==> config.mk <==
export PLATFORM = sky130hd
export DESIGN_NAME = adbg_ahb3_burst_ctrl_flat
export DESIGN_NICKNAME = d
export VERILOG_FILES = /design/src/rtl/adbg_ahb3_pkg.sv /design/src/rtl/adbg_ahb3_burst_ctrl_if.sv /design/src/rtl/adbg_ahb3_rd_hold.sv /design/src/rtl/adbg_ahb3_burst_ctrl.sv /design/src/flat_wrapper.sv
export SDC_FILE = /design/constraint.sdc
export NUM_CORES = 1
export LEC_CHECK = 0
export BUFFER_PORTS_ARGS = -buffer_cell sky130_fd_sc_hd__buf_2
export CAP_MARGIN = 25
export CORE_MARGIN = 2
export CORE_UTILIZATION = 53
export DETAILED_ROUTE_END_ITERATION = 8
export GPL_TIMING_DRIVEN = 1
export HOLD_SLACK_MARGIN = 0.06
export PLACE_DENSITY = 0.86
export SYNTH_ARGS = -nofsm -noshare
export SYNTH_HDL_FRONTEND = slang
export SYNTH_SLANG_ARGS = --single-unit
==> constraint.sdc <==
create_clock -name biu_clk -period 7.6 [get_ports biu_clk]
set_input_delay 0.38 -clock biu_clk [delete_from_list [all_inputs] [get_ports biu_clk]]
set_output_delay 0.38 -clock biu_clk [all_outputs]
set_load 0.01 [all_outputs]
==> src/rtl/adbg_ahb3_pkg.sv <==
`default_nettype none
// ============================================================================
// adbg_ahb3_pkg : burst FSM states and legal BIU word sizes.
// Revision 1.0
// ============================================================================
package adbg_ahb3_pkg;

  typedef enum logic [1:0] {
    ST_IDLE  = 2'd0,
    ST_ISSUE = 2'd1,
    ST_WAIT  = 2'd2,
    ST_HOLD  = 2'd3
  } burst_state_e;

  localparam logic [3:0] WSIZE_1 = 4'd1;
  localparam logic [3:0] WSIZE_2 = 4'd2;
  localparam logic [3:0] WSIZE_4 = 4'd4;
  localparam logic [3:0] WSIZE_8 = 4'd8;

  // 8-byte words only exist on a 64-bit data path.
  function automatic logic size_legal(input logic [3:0] size, input logic wide);
    logic ok;
    case (size)
      WSIZE_1, WSIZE_2, WSIZE_4: ok = 1'b1;
      WSIZE_8:                   ok = wide;
      default:                   ok = 1'b0;
    endcase
    return ok;
  endfunction

endpackage
`default_nettype wire

==> src/rtl/adbg_ahb3_burst_ctrl_if.sv <==
`default_nettype none
// ============================================================================
// adbg_ahb3_burst_ctrl_if : command, data-stream and BIU signals of the burst
// sequencer. slave = the sequencer, master = decoder/BIU side. Revision 1.0
// ============================================================================
interface adbg_ahb3_burst_ctrl_if #(
  parameter int ADDR_WIDTH = 32,
  parameter int DATA_WIDTH = 32,
  parameter int CNT_WIDTH  = 16
);
  logic                  cmd_valid;
  logic                  cmd_ready;
  logic [ADDR_WIDTH-1:0] cmd_addr;
  logic [3:0]            cmd_size;
  logic [CNT_WIDTH-1:0]  cmd_count;
  logic                  cmd_rd;
  logic                  abort;
  logic                  wr_valid;
  logic                  wr_ready;
  logic [DATA_WIDTH-1:0] wr_data;
  logic                  rd_valid;
  logic                  rd_ready;
  logic [DATA_WIDTH-1:0] rd_data;
  logic                  busy;
  logic                  done;
  logic                  err;
  logic [ADDR_WIDTH-1:0] err_addr;
  logic                  err_clr;
  logic [ADDR_WIDTH-1:0] biu_addr;
  logic                  biu_strb;
  logic                  biu_rw;
  logic [3:0]            biu_word_size;
  logic [DATA_WIDTH-1:0] biu_di;
  logic [DATA_WIDTH-1:0] biu_do;
  logic                  biu_rdy;
  logic                  biu_err;

  modport slave (
    input  cmd_valid, cmd_addr, cmd_size, cmd_count, cmd_rd, abort,
           wr_valid, wr_data, rd_ready, err_clr, biu_do, biu_rdy, biu_err,
    output cmd_ready, wr_ready, rd_valid, rd_data, busy, done, err, err_addr,
           biu_addr, biu_strb, biu_rw, biu_word_size, biu_di
  );

  modport master (
    output cmd_valid, cmd_addr, cmd_size, cmd_count, cmd_rd, abort,
           wr_valid, wr_data, rd_ready, err_clr, biu_do, biu_rdy, biu_err,
    input  cmd_ready, wr_ready, rd_valid, rd_data, busy, done, err, err_addr,
           biu_addr, biu_strb, biu_rw, biu_word_size, biu_di
  );
endinterface
`default_nettype wire

==> src/rtl/adbg_ahb3_rd_hold.sv <==
`default_nettype none
// ============================================================================
// adbg_ahb3_rd_hold : one-entry valid/ready holding register for read data.
// Revision 1.0
// ============================================================================
module adbg_ahb3_rd_hold #(
  parameter int DATA_WIDTH = 32
) (
  input  logic                  clk_i,
  input  logic                  rst_i,
  input  logic                  load_i,
  input  logic [DATA_WIDTH-1:0] load_data_i,
  input  logic                  ready_i,
  output logic                  valid_o,
  output logic [DATA_WIDTH-1:0] data_o
);
  logic                  valid_q;
  logic [DATA_WIDTH-1:0] data_q;

  // Data is left in place after a drain so the last word stays observable.
  always_ff @(posedge clk_i or posedge rst_i) begin
    if (rst_i) begin
      valid_q <= 1'b0;
      data_q  <= '0;
    end else if (load_i) begin
      valid_q <= 1'b1;
      data_q  <= load_data_i;
    end else if (ready_i) begin
      valid_q <= 1'b0;
    end
  end

  assign valid_o = valid_q;
  assign data_o  = data_q;
endmodule
`default_nettype wire

==> src/rtl/adbg_ahb3_burst_ctrl.sv <==
`default_nettype none
// ============================================================================
// adbg_ahb3_burst_ctrl : turns one burst command into a run of single BIU
// accesses with auto-incrementing address and sticky error capture. Rev 1.0
// ============================================================================
module adbg_ahb3_burst_ctrl
  import adbg_ahb3_pkg::*;
#(
  parameter int ADDR_WIDTH = 32,
  parameter int DATA_WIDTH = 32,
  parameter int CNT_WIDTH  = 16
) (
  input  logic                  biu_clk,
  input  logic                  biu_rst,
  adbg_ahb3_burst_ctrl_if.slave bus
);
  burst_state_e          state_q, state_d;
  logic [ADDR_WIDTH-1:0] addr_q, addr_d;
  logic [3:0]            size_q, size_d;
  logic [CNT_WIDTH-1:0]  cnt_q, cnt_d;
  logic                  rd_q, rd_d;
  logic                  abort_q, abort_d;
  logic                  err_q, err_d;
  logic [ADDR_WIDTH-1:0] err_addr_q, err_addr_d;
  logic                  done_q, done_d;

  logic                  w_rd_valid;
  logic [DATA_WIDTH-1:0] w_rd_data;
  logic                  w_abort;
  logic                  w_cmd_acc;
  logic                  w_cmd_bad;
  logic                  w_strb;
  logic                  w_complete;
  logic                  w_last;

  assign w_abort    = abort_q | bus.abort;
  assign w_cmd_acc  = (state_q == ST_IDLE) & bus.cmd_valid;
  assign w_cmd_bad  = w_cmd_acc & ~size_legal(bus.cmd_size, DATA_WIDTH == 64);
  assign w_complete = (state_q == ST_WAIT) & bus.biu_rdy;
  assign w_last     = (cnt_q == CNT_WIDTH'(1));

  // A pending abort suppresses any further strobe; reads need a free holding slot.
  assign w_strb = (state_q == ST_ISSUE) & ~w_abort & bus.biu_rdy &
                  (rd_q ? (~w_rd_valid | bus.rd_ready) : bus.wr_valid);

  always_ff @(posedge biu_clk or posedge biu_rst) begin
    if (biu_rst) state_q <= ST_IDLE;
    else         state_q <= state_d;
  end

  always_comb begin
    state_d = state_q;
    case (state_q)
      ST_IDLE:
        if (w_cmd_acc && !w_cmd_bad && bus.cmd_count != '0) state_d = ST_ISSUE;
      ST_ISSUE:
        if (w_strb)       state_d = ST_WAIT;
        else if (w_abort) state_d = w_rd_valid ? ST_HOLD : ST_IDLE;
      ST_WAIT:
        if (w_complete) begin
          if (w_last || w_abort) state_d = rd_q ? ST_HOLD : ST_IDLE;
          else                   state_d = ST_ISSUE;
        end
      ST_HOLD:
        if (!w_rd_valid || bus.rd_ready) state_d = ST_IDLE;
      default: state_d = ST_IDLE;
    endcase
  end

  always_comb begin
    bus.cmd_ready = (state_q == ST_IDLE);
    bus.busy      = (state_q != ST_IDLE);
    bus.biu_strb  = w_strb;
    bus.wr_ready  = w_strb & ~rd_q;
    bus.biu_di    = (w_strb && !rd_q) ? bus.wr_data : '0;
  end

  always_comb begin
    addr_d     = addr_q;
    size_d     = size_q;
    cnt_d      = cnt_q;
    rd_d       = rd_q;
    err_d      = err_q;
    err_addr_d = err_addr_q;
    done_d     = (state_q != ST_IDLE) && (state_d == ST_IDLE);
    abort_d    = (state_d != ST_IDLE) && (abort_q || ((state_q != ST_IDLE) && bus.abort));

    if (w_cmd_acc) begin
      addr_d = bus.cmd_addr;
      size_d = bus.cmd_size;
      cnt_d  = bus.cmd_count;
      rd_d   = bus.cmd_rd;
      if (w_cmd_bad || bus.cmd_count == '0) done_d = 1'b1;
    end

    if (w_complete) begin
      cnt_d  = cnt_q - CNT_WIDTH'(1);
      addr_d = addr_q + ADDR_WIDTH'(size_q);
    end

    // Clear first so an error arriving in the same cycle is still captured.
    if (bus.err_clr) begin
      err_d      = 1'b0;
      err_addr_d = '0;
    end
    if (w_cmd_bad) begin
      if (!err_d) err_addr_d = bus.cmd_addr;
      err_d = 1'b1;
    end
    if (w_complete && bus.biu_err) begin
      if (!err_d) err_addr_d = addr_q;
      err_d = 1'b1;
    end
  end

  always_ff @(posedge biu_clk or posedge biu_rst) begin
    if (biu_rst) begin
      addr_q     <= '0;
      size_q     <= '0;
      cnt_q      <= '0;
      rd_q       <= 1'b0;
      abort_q    <= 1'b0;
      err_q      <= 1'b0;
      err_addr_q <= '0;
      done_q     <= 1'b0;
    end else begin
      addr_q     <= addr_d;
      size_q     <= size_d;
      cnt_q      <= cnt_d;
      rd_q       <= rd_d;
      abort_q    <= abort_d;
      err_q      <= err_d;
      err_addr_q <= err_addr_d;
      done_q     <= done_d;
    end
  end

  adbg_ahb3_rd_hold #(.DATA_WIDTH(DATA_WIDTH)) u_rd_hold (
    .clk_i       (biu_clk),
    .rst_i       (biu_rst),
    .load_i      (w_complete & rd_q),
    .load_data_i (bus.biu_do),
    .ready_i     (bus.rd_ready),
    .valid_o     (w_rd_valid),
    .data_o      (w_rd_data)
  );

  assign bus.rd_valid      = w_rd_valid;
  assign bus.rd_data       = w_rd_data;
  assign bus.done          = done_q;
  assign bus.err           = err_q;
  assign bus.err_addr      = err_addr_q;
  assign bus.biu_addr      = addr_q;
  assign bus.biu_rw        = rd_q;
  assign bus.biu_word_size = size_q;
endmodule
`default_nettype wire

==> src/flat_wrapper.sv <==
// flat-port wrapper written by rule: the top's interface ports become plain ports
module adbg_ahb3_burst_ctrl_flat import adbg_ahb3_pkg::*;
#(
  parameter int ADDR_WIDTH = 32,
  parameter int DATA_WIDTH = 32,
  parameter int CNT_WIDTH  = 16
)
  (biu_clk, biu_rst, bus_cmd_valid, bus_cmd_addr, bus_cmd_size, bus_cmd_count, bus_cmd_rd, bus_abort, bus_wr_valid, bus_wr_data, bus_rd_ready, bus_err_clr, bus_biu_do, bus_biu_rdy, bus_biu_err, bus_cmd_ready, bus_wr_ready, bus_rd_valid, bus_rd_data, bus_busy, bus_done, bus_err, bus_err_addr, bus_biu_addr, bus_biu_strb, bus_biu_rw, bus_biu_word_size, bus_biu_di);
  adbg_ahb3_burst_ctrl_if #(.ADDR_WIDTH(ADDR_WIDTH), .DATA_WIDTH(DATA_WIDTH), .CNT_WIDTH(CNT_WIDTH)) bus_i ();
  input  logic biu_clk;
  input  logic biu_rst;
  input wire logic [$bits(bus_i.cmd_valid)-1:0] bus_cmd_valid;
  input wire logic [$bits(bus_i.cmd_addr)-1:0] bus_cmd_addr;
  input wire logic [$bits(bus_i.cmd_size)-1:0] bus_cmd_size;
  input wire logic [$bits(bus_i.cmd_count)-1:0] bus_cmd_count;
  input wire logic [$bits(bus_i.cmd_rd)-1:0] bus_cmd_rd;
  input wire logic [$bits(bus_i.abort)-1:0] bus_abort;
  input wire logic [$bits(bus_i.wr_valid)-1:0] bus_wr_valid;
  input wire logic [$bits(bus_i.wr_data)-1:0] bus_wr_data;
  input wire logic [$bits(bus_i.rd_ready)-1:0] bus_rd_ready;
  input wire logic [$bits(bus_i.err_clr)-1:0] bus_err_clr;
  input wire logic [$bits(bus_i.biu_do)-1:0] bus_biu_do;
  input wire logic [$bits(bus_i.biu_rdy)-1:0] bus_biu_rdy;
  input wire logic [$bits(bus_i.biu_err)-1:0] bus_biu_err;
  output wire logic [$bits(bus_i.cmd_ready)-1:0] bus_cmd_ready;
  output wire logic [$bits(bus_i.wr_ready)-1:0] bus_wr_ready;
  output wire logic [$bits(bus_i.rd_valid)-1:0] bus_rd_valid;
  output wire logic [$bits(bus_i.rd_data)-1:0] bus_rd_data;
  output wire logic [$bits(bus_i.busy)-1:0] bus_busy;
  output wire logic [$bits(bus_i.done)-1:0] bus_done;
  output wire logic [$bits(bus_i.err)-1:0] bus_err;
  output wire logic [$bits(bus_i.err_addr)-1:0] bus_err_addr;
  output wire logic [$bits(bus_i.biu_addr)-1:0] bus_biu_addr;
  output wire logic [$bits(bus_i.biu_strb)-1:0] bus_biu_strb;
  output wire logic [$bits(bus_i.biu_rw)-1:0] bus_biu_rw;
  output wire logic [$bits(bus_i.biu_word_size)-1:0] bus_biu_word_size;
  output wire logic [$bits(bus_i.biu_di)-1:0] bus_biu_di;
  assign bus_i.cmd_valid = bus_cmd_valid;
  assign bus_i.cmd_addr = bus_cmd_addr;
  assign bus_i.cmd_size = bus_cmd_size;
  assign bus_i.cmd_count = bus_cmd_count;
  assign bus_i.cmd_rd = bus_cmd_rd;
  assign bus_i.abort = bus_abort;
  assign bus_i.wr_valid = bus_wr_valid;
  assign bus_i.wr_data = bus_wr_data;
  assign bus_i.rd_ready = bus_rd_ready;
  assign bus_i.err_clr = bus_err_clr;
  assign bus_i.biu_do = bus_biu_do;
  assign bus_i.biu_rdy = bus_biu_rdy;
  assign bus_i.biu_err = bus_biu_err;
  assign bus_cmd_ready = bus_i.cmd_ready;
  assign bus_wr_ready = bus_i.wr_ready;
  assign bus_rd_valid = bus_i.rd_valid;
  assign bus_rd_data = bus_i.rd_data;
  assign bus_busy = bus_i.busy;
  assign bus_done = bus_i.done;
  assign bus_err = bus_i.err;
  assign bus_err_addr = bus_i.err_addr;
  assign bus_biu_addr = bus_i.biu_addr;
  assign bus_biu_strb = bus_i.biu_strb;
  assign bus_biu_rw = bus_i.biu_rw;
  assign bus_biu_word_size = bus_i.biu_word_size;
  assign bus_biu_di = bus_i.biu_di;
  adbg_ahb3_burst_ctrl #(.ADDR_WIDTH(ADDR_WIDTH), .DATA_WIDTH(DATA_WIDTH), .CNT_WIDTH(CNT_WIDTH)) u_core (.biu_clk(biu_clk), .biu_rst(biu_rst), .bus(bus_i));
endmodule
==> results of run 1 <==
## stage by stage
stage	cell area, um2	worst slack [ns]	cells	util
after global placement	8010	4.74	1077	0.662
after global routing	8680	4.48	1113	0.717
after CTS	8670	4.51	1111	0.716
final	8680	4.69	1113	0.717
after floorplan	6600	3.95	685	-
after detailed placement	8050	4.65	1079	0.665
## cell usage after synthesis (13+ instances only)
cell type and number:
a21oi_1 44, o211ai_1 29, a211oi_1 25, nor2_1 41, nand2_1 83, o32a_1 21
dfrtp_1 123, clkbuf_1 34, and2_1 39, nand3_1 37, mux2_2 33, o21ai_0 13
## state kept, by name, indices dropped and copies added (netlist names)
signal                    flops
u_core.u_rd_hold.valid_o      1
u_core.u_rd_hold.data_o      32
u_core.bus.biu_word_size      4
u_core.abort_q                1
u_core.bus.err_addr          32
u_core.bus.err                1
u_core.state_q                2
u_core.cnt_q                 16
u_core.bus.biu_rw             1
u_core.bus.done               1
u_core.bus.biu_addr          32
## critical path: stages, from the launching register on
cell and delay, ns:
dfrtp_1 0.47, and3b_1 0.65, nand2_1 0.30, nor2_1 0.90
nand3_1 0.17, mux2_2 0.31
## where the power goes
group	switching, mW	internal (mW)	total, mW
logic	0.812	0.616	1.43
registers	0.313	0.973	1.29
clock network	0.318	0.521	0.839
## kinds of logic after synthesis
kind of cell	Yosys count	share of synthesized area
compound gates	190	0.213
xor+xnor	2	0.00265
fa+ha+maj	7	0.0144
buf+inv	60	0.0356
flops	123	0.466
mux	38	0.0639
simple gates	265	0.204
## cell type report
| type | instances | area, um2 | share of cell area |
|---|---|---|---|
| Inverter | 13 | 51.3 | 0.00591 |
| Tap cell | 168 | 210 | 0.0242 |
| Clock buffer | 17 | 425 | 0.0490 |
| Antenna cell | 1 | 2.50 | 0.000288 |
| Timing Repair Buffer | 274 | 1420 | 0.163 |
| Sequential cell | 123 | 3080 | 0.355 |
| Multi-Input combinational cell | 502 | 3300 | 0.381 |
| Clock inverter | 15 | 191 | 0.0221 |
## layer usage
layer | up-vias | part of all wire | track usage
met5 | - | 0 | 0
met4 | 0 | 0.029 | 0.123
met3 | 62 | 0.088 | 0.0795
met2 | 412 | 0.49 | 0.468
met1 | 3192 | 0.40 | 0.418
li1 | 3071 | - | -
## worst min path at each step
stage / startpoint / slack [ns] / to / cells past startpoint
floorplan: bus_cmd_rd / 0.49 / u_core.bus.biu_rw / 2
global placement: u_core.u_rd_hold.data_o[2] / 0.48 / u_core.u_rd_hold.data_o[2] / 1
detailed placement: u_core.u_rd_hold.data_o[15] / 0.49 / u_core.u_rd_hold.data_o[15] / 1
CTS: biu_rst / 0.12 / u_core.u_rd_hold.data_o[19] / 2
global route: biu_rst / 0.16 / u_core.u_rd_hold.data_o[19] / 2
finish: biu_rst / 0.11 / u_core.u_rd_hold.data_o[15] / 2
==> metrics, run 1 <==
layout cell share with drive strength beyond 1 0.378; die area 0.0134 mm2; Worst-Margin Slew 1.11 ns; CP Capture Point u_core.bus.biu_addr[19]; Layout Nets 1,064; CTS Sinks 123; post-detail-place hpwl 14.5 mm; I/O pin cnt 266; Max-slew headroom 0.260; RSZ-0062 raised after global routing false; FMAX 0.344 GHz; share of the synthesized area in the top cell type 0.466; H-tree levels 4; initial antenna violation count 1; CTS tree built; critical path type register to register; Max IR drop VDD 0.000235 V; wirelength, routed 20.8 mm; CP Max Fanout 15; largest cells by area after synthesis dfrtp_1 47%, mux2_2 5.6%, nand2_1 4.7%; Post-synth EDFFs 0; post-CTS setup buffer count 0; crit share post-route 0.383; number of global-route vias before repair 6,237; Residual DRC 0; syn_area_per_cell 9.64 um2; Inserted Clock Buffers 17; initial drt markers 730; synth warn 0; total number of vias 6,737; clock root cell clkbuf_16; Hold WS 0.110 ns; Tot Pwr 3.55 mW; Lkg Pwr 4.19 nW; highest-count cells in the layout ignoring fill and taps 265 x buf_2, 123 x dfrtp_1, 82 x nand2_1; critical path arrival 3.21 ns; max_cap viols 0; Initial Util 0.545; area growth from synthesis to layout 31.4%; global-route wire length before repair 31.9 mm; depth of the worst register-to-register path 5; status finished clean; Gate Count Post-Synth 685; synthesized area 0.00660 mm2; Fillers 922; Tmin final 2.91 ns; Vert. Die Dim 116 um; Skew-Pair Late Insertion Delay 0.42 ns; average routed wire per standard cell 18.7 um; post-CTS sizing 0; PortBufs 265; Reg2Reg Launch Point u_core.state_q[0]; power per cell area 409 mW/mm2; ANT nets after route 0; die width 116 um; Synth Flop Type dfrtp_1; post-synth top area cell dfrtp_1; Core Box Area 0.0121 mm2; Net Count, Synth 818; asr flop ratio synth 1.00; commonest non-fill, non-tap cell in the layout buf_2; DR vias/cell 6.05; worst-case clock buffer depth 2; Worst Setup End Kind register; startpoint types register; setup TNS 0 ns; WP data required 7.90 ns; cell row count 40; # hold bufs at CTS 0; synth unique cells 63; CTS clk-pin slew, worst paths 0.06 ns; Yosys reg bits 123; Worst Skew 0.00909 ns; maximum number of pins on one net before global-route repair 67; R2R Path End u_core.bus.biu_addr[19]; gr usage total 0.306; reg2reg setup slack 4.69 ns; TritonRoute pass-1 iters 6; GPL Wtd Cong 0.874; sequential area share after synthesis 0.466; Critical Path Source u_core.state_q[0]; final hold viol count 0; HP Class primary input to async pin; Max Slew Vio Count 0; GRT overflow 0; Final Setup Violations 0
No activity file was read; power rests on OpenSTA's default activity.
==> run 2, diff against run 1 <==
- ABC_AREA: not set -> 1
- CORE_UTILIZATION: 53 -> 52
- PLACE_DENSITY: 0.86 -> 0.82
- clock period: 7.6 -> 2.94 ns (I/O delays scaled with it)
==> metrics, run 2 <==
R2R Path End u_core.bus.done; Combinational Power Share 0.333 (-0.069); design area 0.0105 mm2 (+21%); layout cell share with drive strength beyond 1 0.216 (-0.162); CP delay by family, top simple AND/OR/NAND/NOR gates; Synth Flop Type dfrtp_1; Tot Pwr 7.07 mW (+99%); die width 127 um (+10%); PortBufs 265 (unchanged); synthesized area 0.00793 mm2 (+20%); Hold EP u_core.cnt_q[9]; Yosys reg bits 123 (unchanged); highest-count cells in the layout ignoring fill and taps 357 x nand2_1, 265 x buf_2, 261 x nor2_1; CTS clk-pin slew, worst paths 0.06 ns (about the same); cell row count 45 (+13%); Inserted Clock Buffers 17 (unchanged); Worst Setup End Kind output port; Post-synth EDFFs 0 (unchanged); Core Box Area 0.0150 mm2 (+24%); average routed wire per standard cell 15.5 um (-17%); die area 0.0163 mm2 (+22%); ANT nets after route 0 (unchanged); H-tree levels 4 (unchanged); syn_area_per_cell 6.59 um2 (-32%); number of global-route vias before repair 8,270 (+33%); top cells by count, synth 357 x nand2_1, 261 x nor2_1, 152 x inv_1, 123 x dfrtp_1, 66 x o21ai_0; WP data required 2.79 ns (-5.11 ns); Non-Filler Instances 1,711 (+54%); gr usage total 0.329 (+0.0230); CTS tree built; sequential area share after synthesis 0.388 (-0.0780); initial drt markers 822 (+13%); RSZ-0062 raised after global routing false; Worst Hold Path Cells 3; Net Count, Synth 1,337 (+63%); GRT overflow 0 (unchanged); Place WS 0.771 ns (-3.88 ns); Int Pwr 4.30 mW (+100%); HP Class primary input to register; reg2reg setup slack 0.67 ns (-4.02 ns); placed insts 1,620 (+50%); Cell Chain, Critical Path inv_1 -> nand2_1 -> nor2_1 -> nand3_1 -> nor2_1 -> inv_2 -> nor2_1 -> buf_2; post-synth top area cell dfrtp_1; count leader, synth nand2_1; FMAX 0.363 GHz; multi-input logic area 0.00401 mm2 (+21%); Final Setup Violations 0 (unchanged); Tmin final 2.76 ns; Initial Util 0.528 (-0.0177); initial antenna violation count 1 (unchanged); Max IR drop VDD 0.000367 V (+56%); share of the synthesized area in the top cell type 0.388 (-0.0780); final worst slack 0.183 ns (-4.51 ns); CTS Sinks 123 (unchanged); total number of vias 8,965 (+33%); Residual DRC 0 (unchanged); Layout Nets 1,642 (+54%); final hold viol count 0 (unchanged); synth warn 0 (unchanged); area growth from synthesis to layout 32.7%; Reg2Reg Launch Point u_core.state_q[0]; worst-case clock buffer depth 2 (unchanged); wirelength, routed 26.6 mm (+28%); asr flop ratio synth 1.00 (unchanged); Max Slew Vio Count 0 (unchanged); CP Max Fanout 32 (+17); post-CTS sizing 0 (unchanged); crit share post-route 0.938; depth of the worst register-to-register path 10 (+5); power per cell area 672 mW/mm2 (+64%); placement-stage cell area 0.00935 mm2 (+16%); largest cells by area after synthesis dfrtp_1 39%, nand2_1 17%, nor2_1 12%; startpoint types register; TritonRoute pass-1 iters 7 (+1); FF/Latch Area 0.00308 mm2 (unchanged); I/O pin cnt 266 (unchanged); status finished clean; clock share of power 0.298 (+0.062); CP max-delay cell dfrtp_1; Worst path most repeated cell nor2_1; Buf+Inv Stages, Crit Path 3 (+3); Worst-Margin Slew 0.817 ns (-0.289 ns); post-detail-place hpwl 17.4 mm (+20%); maximum number of pins on one net before global-route repair 117 (+75%); Lkg Pwr 5.91 nW (+41%); DR vias/cell 5.24 (-13%); hold_sp bus_cmd_count[9]; Fillers 1,196 (+30%); critical path arrival 2.61 ns (-0.60 ns); Vert. Die Dim 127 um (+10%); Max-slew headroom 0.454 (+0.194); synth unique cells 42 (-33%); global-route wire length before repair 42.2 mm (+32%); GPL Wtd Cong 0.929 (+6.3%); critical path type register to output port; Gate Count Post-Synth 1,204 (+76%); sequential power share 0.369 (+0.007); total net switching power 2.78 mW (+92%); setup TNS 0 ns (unchanged); max_cap viols 0 (unchanged); clock root cell clkbuf_16; Max stage delay on crit path 0.43 ns (-0.47 ns); commonest non-fill, non-tap cell in the layout nand2_1; Net Sw Frac 0.393 (-0.0137); Worst Skew 0.00564 ns (-0.00345 ns); Skew-Pair Late Insertion Delay 0.43 ns (about the same)
==> run 2: cell count changes after synthesis, sizes merged, moves of 10 or more <==
cell / change
a211oi: -24
a21oi: -26
and2: -37
and3: -10
buf: +22
clkbuf: -20
inv: +145
nand2: +277
nand3: +21
nand4: +12
nor2: +226
o211ai: -25
o21ai: +56
o32a: -21
==> run 2: stage by stage <==
stage | util | hold WS [ns]
after detailed placement | 0.622 | 0.0808
after CTS | 0.700 | 0.0619
final | 0.700 | 0.0688
after global routing | 0.700 | 0.101
after floorplan | - | 0.243
after global placement | 0.622 | 0.0773
==> run 2: worst reg2reg max path: stages (launching register included) <==
cell     delay (ns)
dfrtp_1        0.44
inv_1          0.08
nand2_1        0.10
nor2_4         0.35
nand2_2        0.58
nand2_1        0.29
inv_1          0.07
nand3_1        0.09
nor2_1         0.05
nand3_1        0.07
nand2_1        0.05
==> run 2: area by class of cell <==
cell class,instances,share of cell area
Timing Repair Buffer,335,0.191
Tap cell,188,0.0224
Multi-Input combinational cell,873,0.381
Sequential cell,123,0.292
Clock inverter,13,0.0138
Clock buffer,19,0.0421
Antenna cell,1,0.000238
Inverter,159,0.0571
==> run 2: routing by layer <==
metal	track usage	vias up	wire length [um]	share of wire
met4	0.136	0	856	0.032
li1	-	4342	-	-
met5	0	-	0	0
met2	0.530	463	12600	0.48
met3	0.0737	72	2280	0.086
met1	0.430	4088	10800	0.41
==> run 2: timing repair <==
action                                  4_1_cts  5_1_grt
setup buffers                                 0        0
endpoints found under the setup margin        0        0
hold buffers                                 58        0
hold endpoints to repair                     64        0
==> run 2: power groups by stage <==
| stage | logic (mW) | clock network [mW] | registers, mW |
|---|---|---|---|
| 5_1_grt | 2.62 | 2.19 | 2.66 |
| 4_1_cts | 2.31 | 2.10 | 2.58 |
| 2_1_floorplan | 1.24 | 0 | 2.68 |
| 3_3_place_gp | 2.18 | 0 | 2.59 |
| 3_5_place_dp | 2.23 | 0 | 2.61 |
| 6_report | 2.35 | 2.11 | 2.61 |
==> run 2: worst max-delay path by stage <==
stage                           start  depth (start not counted)                      end
3_3_place_gp        u_core.state_q[1]                          8           bus_biu_di[14]
3_5_place_dp        u_core.state_q[1]                          8           bus_biu_di[14]
6_report            u_core.state_q[1]                          8           bus_biu_di[14]
4_1_cts             u_core.state_q[1]                          8           bus_biu_di[14]
5_1_grt             u_core.state_q[1]                          8           bus_biu_di[14]
2_1_floorplan  u_core.bus.biu_addr[0]                         11  u_core.bus.biu_addr[18]
==> run 2: kinds of logic (layout without fill, tap and decap cells) <==
kind of cell    after synthesis  count (layout)  synth area share
simple gates                717             717             0.363
buf+inv                     208             526             0.107
flops                       123             123             0.388
compound gates              109             109            0.0756
mux                          32              32            0.0454
xor+xnor                      8               8           0.00884
fa+ha+maj                     7               7            0.0120
other cells                   0               1                 0
==> run 3, diff against run 2 <==
- CORE_UTILIZATION: 52 -> 53
- CTS_BUF_LIST: not set -> sky130_fd_sc_hd__clkbuf_4 sky130_fd_sc_hd__clkbuf_8
- PLACE_DENSITY: 0.82 -> 0.83
==> metrics, run 3 (synthesis gave the netlist of run 2 again) <==
power per cell area 622 mW/mm2 (-7.5%); commonest non-fill, non-tap cell in the layout nand2_1; placed insts 1,620 (unchanged); Skew-Pair Late Insertion Delay 0.47 ns (+0.04 ns); critical path arrival 2.45 ns (-0.16 ns); DR vias/cell 5.29 (+0.98%); I/O pin cnt 266 (unchanged); Max-slew headroom 0.419 (-0.0346); initial antenna violation count 0 (-1); critical path type register to output port; max_cap viols 0 (unchanged); Int Pwr 3.73 mW (-13%); post-detail-place hpwl 17.9 mm (+3.0%); Vert. Die Dim 126 um (-0.92%); die width 126 um (-0.92%); ANT nets after route 0 (unchanged); CP Max Fanout 32 (unchanged); FMAX 0.385 GHz (+6.3%); global-route wire length before repair 42.6 mm (+0.88%); crit share post-route 0.883 (-0.0554); Worst Skew 0.0118 ns (+0.00618 ns); post-CTS sizing 0 (unchanged); placement-stage cell area 0.00939 mm2 (+0.40%); highest-count cells in the layout ignoring fill and taps 357 x nand2_1, 265 x buf_2, 261 x nor2_1; startpoint types register; clock share of power 0.234 (-0.064); sequential power share 0.400 (+0.031); cell row count 44 (-2.2%); wirelength, routed 26.8 mm (+1.0%); gr usage total 0.334 (+0.00498); initial drt markers 879 (+6.9%); Max Slew Vio Count 0 (unchanged); Non-Filler Instances 1,724 (+0.76%); post-CTS setup buffer count 0 (unchanged); maximum number of pins on one net before global-route repair 58 (-50%); Max IR drop VDD 0.000376 V (+2.6%); HP Class primary input to register; area growth from synthesis to layout 32.4%; Tot Pwr 6.53 mW (-7.7%); Final Setup Violations 0 (unchanged); CTS tree built; H-tree levels 4 (unchanged); Initial Util 0.544 (+0.0161); number of global-route vias before repair 8,448 (+2.2%); Core Box Area 0.0146 mm2 (-3.0%); Combinational Power Share 0.366 (+0.033); Cell Chain, Critical Path inv_1 -> nand2_1 -> nor2_1 -> nand3_1 -> nor2_1 -> inv_2 -> nor2_1 -> buf_2; total number of vias 9,122 (+1.8%); RSZ-0062 raised after global routing false; CTS clk-pin slew, worst paths 0.08 ns (+0.02 ns); Net Sw Frac 0.428 (+0.0358); CP max-delay cell dfrtp_1; final worst slack 0.345 ns (+0.163 ns); Lkg Pwr 5.91 nW (about the same); GRT overflow 0 (unchanged); design area 0.0105 mm2 (-0.24%); Inserted Clock Buffers 17 (unchanged); Worst-Margin Slew 0.870 ns (+0.0530 ns); average routed wire per standard cell 15.6 um (+0.27%); Max stage delay on crit path 0.40 ns (-0.03 ns); status finished clean; PortBufs 265 (unchanged); TritonRoute pass-1 iters 5 (-2); setup TNS 0 ns (unchanged); layout cell share with drive strength beyond 1 0.217 (+0.000720); Ant. Diodes 0 (-1); Tmin final 2.59 ns (-0.163 ns); CTS Sinks 123 (unchanged); Worst path most repeated cell nor2_1; final hold viol count 0 (unchanged); Residual DRC 0 (unchanged); GPL Wtd Cong 0.945 (+1.7%); die area 0.0160 mm2 (-1.8%); worst-case clock buffer depth 2 (unchanged); Place WS 0.692 ns (-0.0783 ns); Worst Setup End Kind output port; Layout Nets 1,660 (+1.1%); total net switching power 2.80 mW (+0.75%); clock root cell clkbuf_8; WP data required 2.79 ns (about the same)
run 3: stage by stage:
stage	hold WS [ns]	utilization
floorplan	0.243	-
global placement	0.343	0.644
detailed placement	0.347	0.644
CTS	0.0601	0.720
global route	0.0926	0.720
finish	0.0738	0.720
run 3: cell type report:
| class | count | area [um2] |
|---|---|---|
| Multi-Input combinational cell | 873 | 4010 |
| Clock buffer | 17 | 234 |
| Tap cell | 184 | 230 |
| Fill cell | 1149 | 4090 |
| Timing Repair Buffer | 353 | 2190 |
| Clock inverter | 15 | 154 |
| Inverter | 159 | 601 |
| Sequential cell | 123 | 3080 |
run 3: repair_timing:
action | 4_1_cts | 5_1_grt
setup endpoints to repair | 0 | 0
endpoints found under the hold margin | 104 | 0
hold buffers | 72 | 0
run 3: worst paths after layout:
check / start / depth (start not counted) / slack (ns) / endpoint
max reg2reg: u_core.state_q[1] / 7 / 0.64 / u_core.cnt_q[8]
min in group asynchronous: biu_rst / 3 / 0.42 / u_core.u_rd_hold.data_o[15]
min reg2reg: u_core.u_rd_hold.data_o[13] / 1 / 0.50 / u_core.u_rd_hold.data_o[13]
min: bus_cmd_addr[26] / 5 / 0.07 / u_core.bus.biu_addr[26]
max in group asynchronous: biu_rst / 4 / 1.69 / u_core.bus.biu_addr[29]
max: u_core.abort_q / 8 / 0.35 / bus_biu_di[14]
run 3: worst max-delay path, delay by kind of cell, from the launching register on:
kind,cells,cell delay (ns)
and+or+nand+nor,5,1.06
buffers and inverters,3,0.52
DFF,1,0.40
run 3: power by group through the flow:
stage	logic [mW]	registers [mW]	clock network (mW)
6_report	2.39	2.61	1.53
5_1_grt	2.64	2.67	1.62
4_1_cts	2.33	2.58	1.52
3_5_place_dp	2.24	2.61	0
3_3_place_gp	2.18	2.59	0
2_1_floorplan	1.24	2.68	0
run 3: metal layers:
layer	vias up	wire length, um	track usage
li1	4366	-	-
met1	4154	10700	0.431
met2	516	12700	0.535
met3	86	2440	0.0780
met4	0	1010	0.156
met5	-	0	0
